`config.mk`:
```
export PLATFORM = sky130hd
export DESIGN_NAME = object_line_scanner_flat
export DESIGN_NICKNAME = d
export VERILOG_FILES = /design/src/rtl/object_line_scanner_if.sv /design/src/rtl/object_line_scanner.sv /design/src/flat_wrapper.sv
export SDC_FILE = /design/constraint.sdc
export NUM_CORES = 1
export LEC_CHECK = 0
export CORE_AREA = 2 2 165 248
export CTS_BUF_LIST = sky130_fd_sc_hd__clkbuf_8
export DETAILED_ROUTE_END_ITERATION = 7
export DIE_AREA = 0 0 167 250
export PLACE_DENSITY = 0.71
export SLEW_MARGIN = 10
export SYNTH_ARGS = -nofsm -noshare
export SYNTH_HDL_FRONTEND = slang
export SYNTH_SLANG_ARGS = --single-unit
```
`constraint.sdc`:
```
create_clock -name clk -period 6.89 [get_ports clk]
set_clock_uncertainty 0.15 [all_clocks]
set_input_delay 0.689 -clock clk [delete_from_list [all_inputs] [get_ports clk]]
set_output_delay 0.689 -clock clk [all_outputs]
set_load 0.02 [all_outputs]
```
`src/rtl/object_line_scanner_if.sv`:
```
// rtl/object_line_scanner_if.sv - object snapshot, scan control and pixel result bundle
interface object_line_scanner_if #(
   parameter int NUM_OBJ  = 10,
   parameter int OBJ_SIZE = 32
);
   localparam int UW = $clog2(OBJ_SIZE);

   logic                   frame_start;
   logic                   line_start;
   logic [9:0]             next_line;
   logic [9:0]             draw_x;
   logic                   draw_en;
   logic [10*NUM_OBJ-1:0]  x_flat;
   logic [10*NUM_OBJ-1:0]  y_flat;
   logic [3*NUM_OBJ-1:0]   state_flat;
   logic [2:0]             type0;
   logic                   busy;
   logic                   obj_hit;
   logic [3:0]             obj_id;
   logic [UW-1:0]          obj_u;
   logic [UW-1:0]          obj_v;
   logic [2:0]             obj_type;
   logic                   line_overflow;

   modport master (
      output frame_start, line_start, next_line, draw_x, draw_en,
             x_flat, y_flat, state_flat, type0,
      input  busy, obj_hit, obj_id, obj_u, obj_v, obj_type, line_overflow
   );

   modport slave (
      input  frame_start, line_start, next_line, draw_x, draw_en,
             x_flat, y_flat, state_flat, type0,
      output busy, obj_hit, obj_id, obj_u, obj_v, obj_type, line_overflow
   );
endinterface

```
`src/rtl/object_line_scanner.sv`:
```
// rtl/object_line_scanner.sv - per-scanline sprite list builder and pixel hit resolver
module object_line_scanner #(
   parameter int NUM_OBJ      = 10,
   parameter int OBJ_SIZE     = 32,
   parameter int MAX_PER_LINE = 4
) (
   input logic                  clk,
   input logic                  reset,
   object_line_scanner_if.slave bus
);
   localparam int UW = $clog2(OBJ_SIZE);
   localparam int IW = $clog2(NUM_OBJ);
   localparam int CW = $clog2(MAX_PER_LINE + 1);
   localparam logic [9:0]    SIZE = 10'(OBJ_SIZE);
   localparam logic [CW-1:0] MAXC = CW'(MAX_PER_LINE);
   localparam logic [IW-1:0] LAST = IW'(NUM_OBJ - 1);

   typedef enum logic {IDLE, SCAN} state_t;
   state_t state_q, state_d;

   logic [9:0]    sh_x  [NUM_OBJ];
   logic [9:0]    sh_y  [NUM_OBJ];
   logic [2:0]    sh_st [NUM_OBJ];
   logic [2:0]    sh_type0;
   logic          pending_q;

   logic [IW-1:0] idx_q;
   logic [9:0]    line_q;
   logic [3:0]    slot_id [MAX_PER_LINE];
   logic [9:0]    slot_x  [MAX_PER_LINE];
   logic [UW-1:0] slot_v  [MAX_PER_LINE];
   logic [CW-1:0] count_q;
   logic          overflow_q;

   logic          scan_last, load, match;
   logic [9:0]    dy, dx;
   logic          pix_hit;
   logic [3:0]    pix_id;
   logic [UW-1:0] pix_u, pix_v;

   assign scan_last = (state_q == SCAN) && (idx_q == LAST);
   // A reload is deferred while scanning so the list is built from one consistent snapshot.
   assign load = (bus.frame_start || pending_q) &&
                 ((state_q == IDLE) || (scan_last && !bus.line_start));

   assign dy    = line_q - sh_y[idx_q];
   assign match = (sh_st[idx_q] != 3'd0) && (line_q >= sh_y[idx_q]) && (dy < SIZE);

   always_ff @(posedge clk or negedge reset) begin
      if (!reset) state_q <= IDLE;
      else        state_q <= state_d;
   end

   always_comb begin
      state_d = state_q;
      case (state_q)
         IDLE:    if (bus.line_start) state_d = SCAN;
         SCAN:    if (!bus.line_start && scan_last) state_d = IDLE;
         default: state_d = IDLE;
      endcase
   end

   always_ff @(posedge clk or negedge reset) begin
      if (!reset) begin
         for (int k = 0; k < NUM_OBJ; k++) begin
            sh_x[k]  <= '0;
            sh_y[k]  <= '0;
            sh_st[k] <= '0;
         end
         sh_type0  <= '0;
         pending_q <= 1'b0;
      end else if (load) begin
         for (int k = 0; k < NUM_OBJ; k++) begin
            sh_x[k]  <= bus.x_flat[10*k +: 10];
            sh_y[k]  <= bus.y_flat[10*k +: 10];
            sh_st[k] <= bus.state_flat[3*k +: 3];
         end
         sh_type0  <= bus.type0;
         pending_q <= 1'b0;
      end else if (bus.frame_start) begin
         pending_q <= 1'b1;
      end
   end

   always_ff @(posedge clk or negedge reset) begin
      if (!reset) begin
         idx_q      <= '0;
         line_q     <= '0;
         count_q    <= '0;
         overflow_q <= 1'b0;
         for (int s = 0; s < MAX_PER_LINE; s++) begin
            slot_id[s] <= '0;
            slot_x[s]  <= '0;
            slot_v[s]  <= '0;
         end
      end else if (bus.line_start) begin
         idx_q      <= '0;
         line_q     <= bus.next_line;
         count_q    <= '0;
         overflow_q <= 1'b0;
      end else if (state_q == SCAN) begin
         if (!scan_last) idx_q <= idx_q + 1'b1;
         if (match) begin
            if (count_q < MAXC) begin
               slot_id[count_q] <= 4'(idx_q);
               slot_x[count_q]  <= sh_x[idx_q];
               slot_v[count_q]  <= dy[UW-1:0];
               count_q          <= count_q + 1'b1;
            end else begin
               overflow_q <= 1'b1;
            end
         end
      end
   end

   // Walk slots from high to low so the lowest matching slot (lowest id) wins.
   always_comb begin
      pix_hit = 1'b0;
      pix_id  = '0;
      pix_u   = '0;
      pix_v   = '0;
      dx      = '0;
      if (bus.draw_en && (state_q == IDLE)) begin
         for (int s = MAX_PER_LINE - 1; s >= 0; s--) begin
            if ((CW'(s) < count_q) && (bus.draw_x >= slot_x[s]) &&
                ((bus.draw_x - slot_x[s]) < SIZE)) begin
               dx      = bus.draw_x - slot_x[s];
               pix_hit = 1'b1;
               pix_id  = slot_id[s];
               pix_u   = dx[UW-1:0];
               pix_v   = slot_v[s];
            end
         end
      end
   end

   always_ff @(posedge clk or negedge reset) begin
      if (!reset) begin
         bus.obj_hit  <= 1'b0;
         bus.obj_id   <= '0;
         bus.obj_u    <= '0;
         bus.obj_v    <= '0;
         bus.obj_type <= '0;
      end else begin
         bus.obj_hit  <= pix_hit;
         bus.obj_id   <= pix_id;
         bus.obj_u    <= pix_u;
         bus.obj_v    <= pix_v;
         bus.obj_type <= (pix_hit && (pix_id == 4'd0)) ? sh_type0 : 3'd0;
      end
   end

   assign bus.busy          = (state_q == SCAN);
   assign bus.line_overflow = overflow_q;
endmodule

```
`src/flat_wrapper.sv`:
```
// flat-port wrapper written by rule: the top's interface ports become plain ports
module object_line_scanner_flat 
#(
   parameter int NUM_OBJ      = 10,
   parameter int OBJ_SIZE     = 32,
   parameter int MAX_PER_LINE = 4
)
  (clk, reset, bus_frame_start, bus_line_start, bus_next_line, bus_draw_x, bus_draw_en, bus_x_flat, bus_y_flat, bus_state_flat, bus_type0, bus_busy, bus_obj_hit, bus_obj_id, bus_obj_u, bus_obj_v, bus_obj_type, bus_line_overflow);
  object_line_scanner_if #(.NUM_OBJ(NUM_OBJ), .OBJ_SIZE(OBJ_SIZE)) bus_i ();
  input logic clk;
  input logic reset;
  input wire logic [$bits(bus_i.frame_start)-1:0] bus_frame_start;
  input wire logic [$bits(bus_i.line_start)-1:0] bus_line_start;
  input wire logic [$bits(bus_i.next_line)-1:0] bus_next_line;
  input wire logic [$bits(bus_i.draw_x)-1:0] bus_draw_x;
  input wire logic [$bits(bus_i.draw_en)-1:0] bus_draw_en;
  input wire logic [$bits(bus_i.x_flat)-1:0] bus_x_flat;
  input wire logic [$bits(bus_i.y_flat)-1:0] bus_y_flat;
  input wire logic [$bits(bus_i.state_flat)-1:0] bus_state_flat;
  input wire logic [$bits(bus_i.type0)-1:0] bus_type0;
  output wire logic [$bits(bus_i.busy)-1:0] bus_busy;
  output wire logic [$bits(bus_i.obj_hit)-1:0] bus_obj_hit;
  output wire logic [$bits(bus_i.obj_id)-1:0] bus_obj_id;
  output wire logic [$bits(bus_i.obj_u)-1:0] bus_obj_u;
  output wire logic [$bits(bus_i.obj_v)-1:0] bus_obj_v;
  output wire logic [$bits(bus_i.obj_type)-1:0] bus_obj_type;
  output wire logic [$bits(bus_i.line_overflow)-1:0] bus_line_overflow;
  assign bus_i.frame_start = bus_frame_start;
  assign bus_i.line_start = bus_line_start;
  assign bus_i.next_line = bus_next_line;
  assign bus_i.draw_x = bus_draw_x;
  assign bus_i.draw_en = bus_draw_en;
  assign bus_i.x_flat = bus_x_flat;
  assign bus_i.y_flat = bus_y_flat;
  assign bus_i.state_flat = bus_state_flat;
  assign bus_i.type0 = bus_type0;
  assign bus_busy = bus_i.busy;
  assign bus_obj_hit = bus_i.obj_hit;
  assign bus_obj_id = bus_i.obj_id;
  assign bus_obj_u = bus_i.obj_u;
  assign bus_obj_v = bus_i.obj_v;
  assign bus_obj_type = bus_i.obj_type;
  assign bus_line_overflow = bus_i.line_overflow;
  object_line_scanner #(.NUM_OBJ(NUM_OBJ), .OBJ_SIZE(OBJ_SIZE), .MAX_PER_LINE(MAX_PER_LINE)) u_core (.clk(clk), .reset(reset), .bus(bus_i));
endmodule
```
==> out/metrics.cfg <==
[clocking]
cts.repair.resized = 0
cts_buffer_depth = 3
clk_pin_slew_ns = 0.07
worstSkewPairLatency_ns = 0.62
cts_tree = yes
cts_sinks = 347
cts-root-buf = clkbuf_8
holdBufCountCts = 0
cts_buffers = 54
cts_setup_buffers = 0
cts_max_level = 2

[drt]
routedWlPerCell_um = 21.2
drt-total-wl_mm = 46.9
drt_iter0_markers = 796
drc = 0
via_count = 12200
ant_nets = 0
via_per_inst = 5.54
first_pass_iters = 5

[logic_synthesis]
ys_ff_latch = 347
synth_xor_area_share_pct = 1.25
synthSimpleGateAreaFrac_pct = 5.28
synth_edf_count = 0
async_reset_ff_share_pct = 100
synth_top_family_by_area = multiplexers
ys_types = 68
synth_seq_area_share_pct = 49.4
synthFlopType = dfrtp_1
yosys.area.top_type = dfrtp_1
synth_warnings = 0
postSynthAreaPerCell_um2 = 12.9
synth_mux_area_share_pct = 27.4
synth_adder_area_share_pct = 4.63
yosys-top-cells-area = dfrtp_1 (49%), mux2_2 (21%), mux4_2 (5.1%)
netlist_area_um2 = 17600
synthCells = 1366
synth_top_area_share_pct = 49.4
synth_compound_area_share_pct = 8.65
syn_nets = 1686

[cells_and_area]
multi_input_comb_area_um2 = 8330
area_delta_synth_final_pct = 26.1
fillers = 3317
nNetsFinal = 1965
regArea_um2 = 8690
drive_above_1_share_pct = 29.4
layout.cells.most_common = dfrtp_1
final_cell_mix = dfrtp_1 (345), mux2_2 (321), clkdlybuf4s50_1 (276), inv_1 (84), clkbuf_8 (71)

[global_routing]
grt_max_degree = 152
grt_use_total_pct = 22.5
grt_pass1_vias = 13200
grt_pass1_wl_mm = 73.4
grt_overflow = 0
antenna_found_initial = 13

[worst_setup_path]
cp.required_ns = 7.21
crit_chain = buf_4 -> mux4_2 -> a22oi_1 -> a2bb2oi_1 -> ha_1 -> nand3b_1 -> o211ai_1 -> or3_1 -> nand4bb_1 -> or3b_1 -> mux2_2
worstSetupEndpointType = register
r2r-start = u_core.idx_q[0]$_DFFE_PN0P_
critPathSlowestCell = or3b_1
worst-r2r-cell-count = 11
path_class = register to register
cp.arrival_ns = 5.74
start_kind = register
worstSetupStartpoint = u_core.idx_q[0]$_DFFE_PN0P_
cpPeakStageDelay_ns = 0.88
cp_max_fo = 44

[timing]
hold_violations = 0
finalMaxSlewViolations = 0
tns_ns = 0
rsz0062_at_grt = false
slew_headroom_pct = 29.5
period_share_pct = 78.6
timing.hold.ws_ns = 0.0430
min_period_ns = 5.42
tightest_slew_ns = 1.05
setup-violations-final = 0
fmax_ghz = 0.185

[floorplanning]
pin_count = 278
die_w_um = 167
num_rows = 90
fp.dieArea_um2 = 41800
core_area_um2 = 39800
start_util_pct = 44.2
die_h_um = 250

[place]
place.gp.congestion = 0.895
place_hpwl_mm = 34.8
io_buffers = 277

[job]
drv_cap = 0

[pwr]
peakVddDrop_uv = 194
p_leak_uw = 0.00945
powerDensity_nw_per_um2 = 251

[outcome]
outcome = finished, final reports clean

[worst_hold_path]
hold_path.class = input pin to asynchronous set/reset pin

metal layers:
metal / up-vias / global-route usage [%] / share of wire [%]
met5: - / 0 / 0
met4: 0 / 10.3 / 4.0
met3: 103 / 3.60 / 4.5
met2: 348 / 40.1 / 52
met1: 6175 / 26.5 / 39
li1: 5607 / - / -
final cells by class:
type	instances	area share [%]
sequential	347	39.2
multi-input combinational	871	37.6
timing repair buffer	295	13.3
clock buffer	71	4.41
tap	506	2.86
inverter	76	1.29
clock inverter	31	1.21
antenna	13	0.147
critical path: cells and delay by family (launching register included):
family | cells | cell delay, ns
simple gates | 4 | 1.74
buf+inv | 1 | 0.68
fa+ha+maj | 1 | 0.32
compound gates | 3 | 0.56
flops | 1 | 0.77
mux | 2 | 1.03
stage by stage:
| stage | setup WS (ns) | area, um2 | power [uW] | cells | utilization (%) |
|---|---|---|---|---|---|
| after floorplan | 1.22 | 17600 | 3200 | 1366 | - |
| after global placement | 1.53 | 20900 | 3630 | 2095 | 52.5 |
| after detailed placement | 1.44 | 20900 | 3670 | 2095 | 52.5 |
| after CTS | 1.41 | 22100 | 5620 | 2197 | 55.6 |
| after global routing | 1.05 | 22200 | 5850 | 2209 | 55.7 |
| final | 1.47 | 22200 | 5570 | 2210 | 55.7 |
where the power goes:
| part | switching, uW | leakage (uW) | internal, uW |
|---|---|---|---|
| logic | 514 | 0.00444 | 646 |
| clock network | 848 | 0.000660 | 1080 |
| registers | 169 | 0.00435 | 2310 |
path summary, 6_finish.rpt:
path	end	slack, ns
worst min register to register	u_core.sh_y[60]$_DFFE_PN0P_	0.35
max in group asynchronous	u_core.slot_x[15]$_DFFE_PN0P_	4.99
worst min-delay path	u_core.sh_x[54]$_DFFE_PN0P_	0.04
worst max-delay path	u_core.slot_x[33]$_DFFE_PN0P_	1.47
min in group clk	u_core.sh_y[60]$_DFFE_PN0P_	0.35
worst max register to register	u_core.slot_x[33]$_DFFE_PN0P_	1.47
synthesized netlist by cell type (all sizes together) (5+ instances only):
library cell and instances:
a221o 7, xor2 15, a21oi 42, mux2i 20, fa 5, mux2 328
nand4 8, a2bb2oi 9, o211ai 15, o2111ai 7, nor3 13, o21ai 49
nand3b 6, xnor2 10, nor4 11, a21o 17, nand3 5, a211oi 6
nor2 44, o21a 10, nand2b 14, inv 75, nand2 31, buf 15
dfrtp 347, mux4 40, a22oi 23, and3 8, a211o 5, nor2b 10
ha 57, clkbuf 57
sequential cells by signal, summed over array words and instances (netlist names), 3 cells and up:
| signal | cells |
|---|---|
| u_core.count_q | 3 |
| u_core.bus.obj_type | 3 |
| u_core.slot_x | 40 |
| u_core.slot_v | 20 |
| u_core.slot_id | 16 |
| u_core.bus.obj_id | 4 |
| u_core.sh_st | 30 |
| u_core.sh_type0 | 3 |
| u_core.bus.obj_v | 5 |
| u_core.idx_q | 4 |
| u_core.bus.obj_u | 5 |
| u_core.sh_y | 100 |
| u_core.line_q | 10 |
| u_core.sh_x | 100 |
kinds of logic after synthesis:
logic type / Yosys count
AND/OR/NAND/NOR: 173
flip-flops: 347
adder cells (fa/ha/maj): 62
AO/OA/AOI/OAI: 223
XOR/XNOR: 25
buffers and inverters: 148
multiplexers: 388
(Power assumes the default switching activity.)
